**config.mk**
```make
export PLATFORM = sky130hd
export DESIGN_NAME = alu_md_sequencer
export DESIGN_NICKNAME = d
export VERILOG_FILES = /design/src/rtl/alu_md_sequencer.sv
export SDC_FILE = /design/constraint.sdc
export NUM_CORES = 1
export LEC_CHECK = 0
export CAP_MARGIN = 20
export CELL_PAD_IN_SITES_DETAIL_PLACEMENT = 0
export CELL_PAD_IN_SITES_GLOBAL_PLACEMENT = 1
export CORE_MARGIN = 2
export CORE_UTILIZATION = 25
export DETAILED_ROUTE_END_ITERATION = 6
export PLACE_DENSITY = 0.78
export SLEW_MARGIN = 0
export SYNTH_ARGS = -nofsm -noshare
export SYNTH_HDL_FRONTEND = slang
export SYNTH_SLANG_ARGS = --single-unit
```
**constraint.sdc**
```tcl
create_clock -name clk -period 3.9 [get_ports clk]
set_input_delay 0.39 -clock clk [delete_from_list [all_inputs] [get_ports clk]]
set_output_delay 0.39 -clock clk [all_outputs]
set_load 0.05 [all_outputs]
```
**src/rtl/alu_md_sequencer.sv**
```systemverilog
// ALU control decoder plus RV32M multiply/divide sequencer (IDLE/RUN/DONE).
// Optional macro ALU_MD_DIV_EN: sequence divide-class ops; otherwise they flag illegal_o.
module alu_md_sequencer #(
    parameter int unsigned MUL_CYCLES = 4,
    parameter int unsigned DIV_CYCLES = 32,
    parameter int unsigned CNT_W      = 6
) (
    input  logic        clk,
    input  logic        reset,
    input  logic        valid_i,
    input  logic        flush_i,
    input  logic        mod,
    input  logic        i_ex_ac,
    input  logic [2:0]  funct,
    input  logic [1:0]  ALUop,
    input  logic [6:0]  funct_mul,
    output logic [3:0]  ALUcontrol,
    output logic        md_start,
    output logic [2:0]  md_op,
    output logic        md_busy,
    output logic        md_done,
    output logic        stall,
    output logic        illegal_o
);

    localparam logic [CNT_W-1:0] MUL_LOAD = CNT_W'(MUL_CYCLES - 1);

    // Parameter sanity checks at elaboration
    if (MUL_CYCLES < 1 || MUL_CYCLES > 63 || (MUL_CYCLES - 1) >= (2 ** CNT_W)) begin : g_bad_mul
        $error("alu_md_sequencer: MUL_CYCLES out of range for CNT_W");
    end
    if (DIV_CYCLES < 1 || DIV_CYCLES > 63) begin : g_bad_div
        $error("alu_md_sequencer: DIV_CYCLES out of range");
    end

    typedef enum logic [1:0] {
        S_IDLE = 2'd0,
        S_RUN  = 2'd1,
        S_DONE = 2'd2
    } state_e;

    state_e            state_q, state_d;
    logic [CNT_W-1:0]  cnt_q, cnt_d;
    logic [2:0]        md_op_q, md_op_d;
    logic              m_op_c;
    logic              div_blocked_c;
    logic [CNT_W-1:0]  load_c;

    assign m_op_c = (ALUop == 2'b10) && (funct_mul == 7'b0000001) && !i_ex_ac;

`ifdef ALU_MD_DIV_EN
    localparam logic [CNT_W-1:0] DIV_LOAD = CNT_W'(DIV_CYCLES - 1);

    if ((DIV_CYCLES - 1) >= (2 ** CNT_W)) begin : g_bad_div_w
        $error("alu_md_sequencer: DIV_CYCLES does not fit CNT_W");
    end

    assign div_blocked_c = 1'b0;
    assign load_c        = funct[2] ? DIV_LOAD : MUL_LOAD;
`else
    assign div_blocked_c = funct[2];
    assign load_c        = MUL_LOAD;
`endif

    // ALU operation code, decoded from current inputs in every state
    always_comb begin
        ALUcontrol = 4'b0000;
        case (ALUop)
            2'b00:   ALUcontrol = 4'b0000;
            2'b01:   ALUcontrol = 4'b1000;
            2'b10:   ALUcontrol = m_op_c ? 4'b1100 : {mod, funct};
            default: ALUcontrol = 4'b0000;
        endcase
    end

    always_ff @(posedge clk) begin
        if (reset) begin
            state_q <= S_IDLE;
            cnt_q   <= '0;
            md_op_q <= 3'b000;
        end else begin
            state_q <= state_d;
            cnt_q   <= cnt_d;
            md_op_q <= md_op_d;
        end
    end

    // Next state and IDLE-phase combinational handshake outputs
    always_comb begin
        state_d   = state_q;
        cnt_d     = cnt_q;
        md_op_d   = md_op_q;
        md_start  = 1'b0;
        stall     = 1'b0;
        illegal_o = 1'b0;
        case (state_q)
            S_IDLE: begin
                illegal_o = valid_i && m_op_c && div_blocked_c;
                if (valid_i && m_op_c && !flush_i && !div_blocked_c) begin
                    md_start = 1'b1;
                    stall    = 1'b1;
                    md_op_d  = funct;
                    cnt_d    = load_c;
                    state_d  = S_RUN;
                end
            end
            S_RUN: begin
                stall = 1'b1;
                if (flush_i) begin
                    cnt_d   = '0;
                    state_d = S_IDLE;
                end else if (cnt_q == '0) begin
                    state_d = S_DONE;
                end else begin
                    cnt_d = cnt_q - CNT_W'(1);
                end
            end
            S_DONE: begin
                // Inputs ignored so the retiring instruction cannot restart
                state_d = S_IDLE;
            end
            default: begin
                state_d = S_IDLE;
            end
        endcase
    end

    assign md_busy = (state_q == S_RUN);
    assign md_done = (state_q == S_DONE);
    assign md_op   = md_op_q;

endmodule

```
==> results of run 1 <==
-- metal layers --
metal | vias up | share of wire (%) | track usage (%)
met5 | - | 0 | 0
met4 | 0 | 2.0 | 5.98
met3 | 4 | 9.6 | 4.91
met2 | 33 | 46 | 19.2
met1 | 342 | 42 | 13.3
li1 | 383 | - | -
-- cells in the final DEF (no fill, tap or decap) --
cell type        instances
o31ai_1                  1
o21ai_0                  3
or4b_4                   1
or3_2                    1
dfxtp_1                 11
nand2_1                  5
or2_2                    2
o221a_2                  2
or3b_2                   1
clkbuf_4                 3
and3_4                   1
a21oi_1                  5
nor4_1                   3
clkbuf_1                 1
inv_1                    7
nor3b_1                  3
nor2_1                   6
nand3_1                  1
or4b_1                   1
o2bb2ai_1                1
nand2b_1                 3
a2bb2oi_1                1
ha_1                     4
nor3_1                   4
nor2b_1                  2
and3_1                   2
a21boi_0                 1
clkdlybuf4s50_1         29
nor4b_1                  2
or3_1                    2
a211o_1                  3
o21a_1                   1
or4_1                    1
a211oi_1                 2
or4b_2                   1
-- kinds of logic after synthesis --
logic type,Yosys count
AO/OA/AOI/OAI,20
adder cells (fa/ha/maj),4
AND/OR/NAND/NOR,42
buffers and inverters,11
flip-flops,11
-- critical path, delay by kind of cell --
family	cells	cell delay, ns
buffers and inverters	3	1.30
adder cells (fa/ha/maj)	1	0.20
AND/OR/NAND/NOR	3	1.20
-- final timing paths --
kind / startpoint / endpoint / slack [ns] / cells past startpoint
worst max-delay path: ALUop[0] / md_start / 0.39 / 7
worst min-delay path: md_op[0] / md_op[0] / 0.48 / 2
worst max register to register: state_q[1] / cnt_q[5] / 1.77 / 4
worst min register to register: md_op[0] / md_op[0] / 0.48 / 2
-- stage by stage --
step,total power [mW],util (%),setup slack [ns],cells
2_1_floorplan,0.131,-,0.546,88
3_3_place_gp,0.155,37.4,0.406,144
3_5_place_dp,0.155,37.4,0.356,144
4_1_cts,0.236,38.4,0.358,148
5_1_grt,0.243,38.4,0.252,148
6_report,0.234,38.4,0.392,148
-- Yosys cell counts (2+ instances only) --
cell	n
dfxtp_1	11
nor3_1	4
or2_2	2
or3_1	2
clkbuf_1	2
nor2_1	6
nand2b_1	3
inv_1	7
a21oi_1	5
nand2_1	5
a211o_1	3
a211oi_1	2
o21ai_0	3
nor4_1	3
and3_1	2
ha_1	4
o221a_2	2
nor3b_1	3
nor2b_1	2
nor4b_1	2
-- area by class of cell --
cell class | instances | area, um^2 | area share, %
Multi-Input combinational cell | 66 | 457 | 43.1
Timing Repair Buffer | 29 | 290 | 27.4
Sequential cell | 11 | 220 | 20.8
Tap cell | 31 | 38.8 | 3.66
Clock buffer | 4 | 26.3 | 2.48
Inverter | 7 | 26.3 | 2.48
-- sequential cells by signal, indices dropped and copies added (netlist names) --
register  cells
cnt_q         6
md_op         3
state_q       2
-- report_power, final --
part           leakage [nW]  switching (mW)  internal [mW]
clock                0.0150          0.0418         0.0396
combinational         0.325          0.0170         0.0232
sequential           0.0885       0.0000134          0.112
total                 0.429          0.0588          0.175
==> reports/metrics.cfg, run 1 <==
[logic_synthesis]
yosysTopAreaCell=dfxtp_1
synth-seq-area-share_pct=30.3
synth_edf_count=0
syn-num-nets=110
async_flop_share_pct=0
synth_xor_area_share_pct=0
avgSynthCellArea_um2=8.26
synthAdderAreaFrac_pct=6.88
synth_flop_cell=dfxtp_1
syn-cell-area_um2=727
yosysTopAreaCellShare_pct=30.3
synth_compound_area_share_pct=19.8
synth_area_leaders=dfxtp_1 30%, ha_1 6.9%, inv_1 3.6%, a211o_1 3.6%, a21oi_1 3.4%
synth.area.mux_share_pct=0
synth_cell_types=35
synth-seq-cells=11
synth_top_family_by_area=simple AND/OR/NAND/NOR gates
synthSimpleGateAreaFrac_pct=36.1
yosysWarnings=0
synth_cells=88

[detailed_routing]
wl_per_cell_um=12.5
num_vias=762
firstDrtPassIters=4
ant_nets=0
avgViaCountPerCell=5.15
routed_wl_mm=1.85
drtIter0Drc=27
drcViolationCount=0

[clock_tree]
ctsResizeCount=0
cts_tree=built
cts-buffers-inserted=3
clkLatencyLatePin_ns=0.27
path_clk_slew_ns=0.07
cts_sinks=11
cts_root_buf=clkbuf_4
cts_max_level=1
clockBufferDepth=2
holdBufCountCts=0
post_cts_buffers=0

[final_layout]
num-fill-cells=284
fin_nets=140
area_delta_synth_final_pct=45.6
finalInstanceArea_um2=1060
drive_gt1_share_pct=10.3
diodes=0

[timing]
finalHoldViolCount=0
rsz0062_at_grt=false
fin_skew_ns=0.00772
timing.final.crit_share_pct=89.9
fin_setup_tns_ns=0
tightest_slew_ns=0.538
max_freq_ghz=0.285
max-slew-margin-rel_pct=63.8
setup_viol=0
hold_slack_ns=0.476
period_minus_slack_ns=3.51
finalMaxSlewViolations=0

[setup_path]
slowest_delay_ns=0.82
worstPathRequired_ns=3.51
crit_path_cell_trace=clkdlybuf4s50_1 > inv_1 > ha_1 > or3b_2 > or4_1 > nor2_1 > clkdlybuf4s50_1
cpMaxStageDelayCell=clkdlybuf4s50_1
critPathArrivalTime_ns=3.12
crit_path_frequent_cell=clkdlybuf4s50_1
cp-end-kind=output pin
startpoint_type=input pin
critPathMaxFanout=7
worstSetupPathType=in2out

[grt]
grt_pass1_wl_mm=3.07
antenna_found_initial=0
grt_use_total_pct=11.8
grt_max_degree=12
grt_pass1_vias=748
gr-total-overflow=0

[hold_path]
hp-class=reg2reg

[place]
io_buffers=29
gp_congestion=0.726
dpl_cell_area_um2=1030
hpwlAfterDp_mm=1.48

[floorplan]
initial_utilization_pct=26.4
die_w_um=57.9
die_area_um2=3360
die_height_um=57.9
num_io_pins=30
coreArea_um2=2760
num_rows=19

[power]
leakage_nw=0.429
power_density_nw_per_um2=221
ir_drop_mv=0.155

[run_status]
outcome=finished clean

[run]
max-cap-violations=0

(Power assumes the default switching activity.)
==> run 2, diff against run 1 <==
CAP_MARGIN = not set   (was 20)
CORE_UTILIZATION = 45   (was 25)
DONT_BUFFER_PORTS = 1   (was not set)
PLACE_DENSITY = 0.89   (was 0.78)
==> reports/metrics.cfg, run 2 (synthesis gave the netlist of run 1 again) <==
[grt]
grt_max_degree=12
grt_pass1_wl_mm=2.85
antenna_found_initial=0
grt_pass1_vias=651
grt_use_total_pct=20.1
gr-total-overflow=0

[clock_tree]
post_cts_buffers=0
cts_sinks=11
cts-buffers-inserted=3
clkLatencyLatePin_ns=0.28
clockBufferDepth=2
cts_tree=built
ctsResizeCount=0
cts_root_buf=clkbuf_4
cts_max_level=1
holdBufCountCts=0
path_clk_slew_ns=0.07

[setup_path]
worstPathRequired_ns=3.51
cp_num_buf_inv=0
worstSetupPathType=reg2out
cp-end-kind=output pin
critPathArrivalTime_ns=2.49
crit_family=simple AND/OR/NAND/NOR gates
startpoint_type=flop
cpMaxStageDelayCell=nor2_1
crit_path_cell_trace=or4b_1 > or4_1 > nor2_1
critPathMaxFanout=7
slowest_delay_ns=0.76

[floorplan]
coreArea_um2=1510
die_area_um2=1950
initial_utilization_pct=48.3
die_w_um=44.2
die_height_um=44.2
num_rows=14
num_io_pins=30

[place]
hpwlAfterDp_mm=1.22
gp_congestion=0.825
dpl_cell_area_um2=749
io_buffers=0

[detailed_routing]
avgViaCountPerCell=6.15
routed_wl_mm=1.56
drcViolationCount=0
ant_nets=0
firstDrtPassIters=4
wl_per_cell_um=14.7
num_vias=652
drtIter0Drc=16

[power]
ir_drop_mv=0.203
power_density_nw_per_um2=272
leakage_nw=0.336
finalPower_mw=0.211

[final_layout]
layout_commonest_cell=dfxtp_1
drive_gt1_share_pct=18.9
final_core_util_pct=51.6
fin_nets=113
largest_register=cnt_q
diodes=0
area_delta_synth_final_pct=6.88
finalInstanceArea_um2=777
largest_reg_flops=6
mostFrequentLayoutCells=11 x dfxtp_1, 7 x inv_1, 6 x nor2_1, 5 x nand2_1, 5 x a21oi_1

[timing]
fin_setup_tns_ns=0
hold_slack_ns=0.172
finalMaxSlewViolations=0
max_freq_ghz=0.347
fin_skew_ns=0.00324
timing.final.crit_share_pct=74.0
setup_viol=0
tightest_slew_ns=0.926
finalHoldViolCount=0
period_minus_slack_ns=2.88
rsz0062_at_grt=false
max-slew-margin-rel_pct=38.0

[run]
max-cap-violations=0

[hold_path]
hp-class=in2reg

[run_status]
outcome=finished clean

## run 2: path summary, 6_finish.rpt
path,start,to,slack [ns],depth (start not counted)
min,reset,cnt_q[3],0.17,1
max reg2reg,state_q[1],state_q[0],1.41,4
min reg2reg,cnt_q[4],cnt_q[4],0.49,1
max,state_q[1],md_start,1.02,3
## run 2: per-stage QoR
stage	instances	setup WS, ns
final	106	1.02
after global routing	106	0.935
after CTS	106	1.01
after detailed placement	102	1.14
after global placement	102	1.16
after floorplan	88	0.546
## run 2: layer usage
layer,routed length [um],GRT usage (%),vias up
li1,-,-,325
met1,691,25.1,311
met2,741,30.0,12
met3,92,8.57,4
met4,31,9.09,0
met5,0,0,-
## run 2: final cells by class
type	count	area [um^2]
flip-flops and latches	11	220
clock buffers	3	22.5
clock inverters	1	5.00
inverters	7	26.3
multi-input cells	66	468
well taps	16	20.0
repair buffers	2	15.0
fillers	147	729
## run 2: where the power goes
| part | leakage [nW] | switching [mW] | internal (mW) |
|---|---|---|---|
| Sequential | 0.0885 | 0.0000196 | 0.112 |
| Clock | 0.0177 | 0.0420 | 0.0381 |
| Combinational | 0.230 | 0.0124 | 0.00649 |
| Total | 0.336 | 0.0545 | 0.157 |
## run 2: worst reg2reg max path, cell delays in order, from the launching register on
cell and delay, ns:
dfxtp_1 0.33, or4b_1 0.52, or4_1 0.61, nor2_1 0.76, o21a_1 0.22
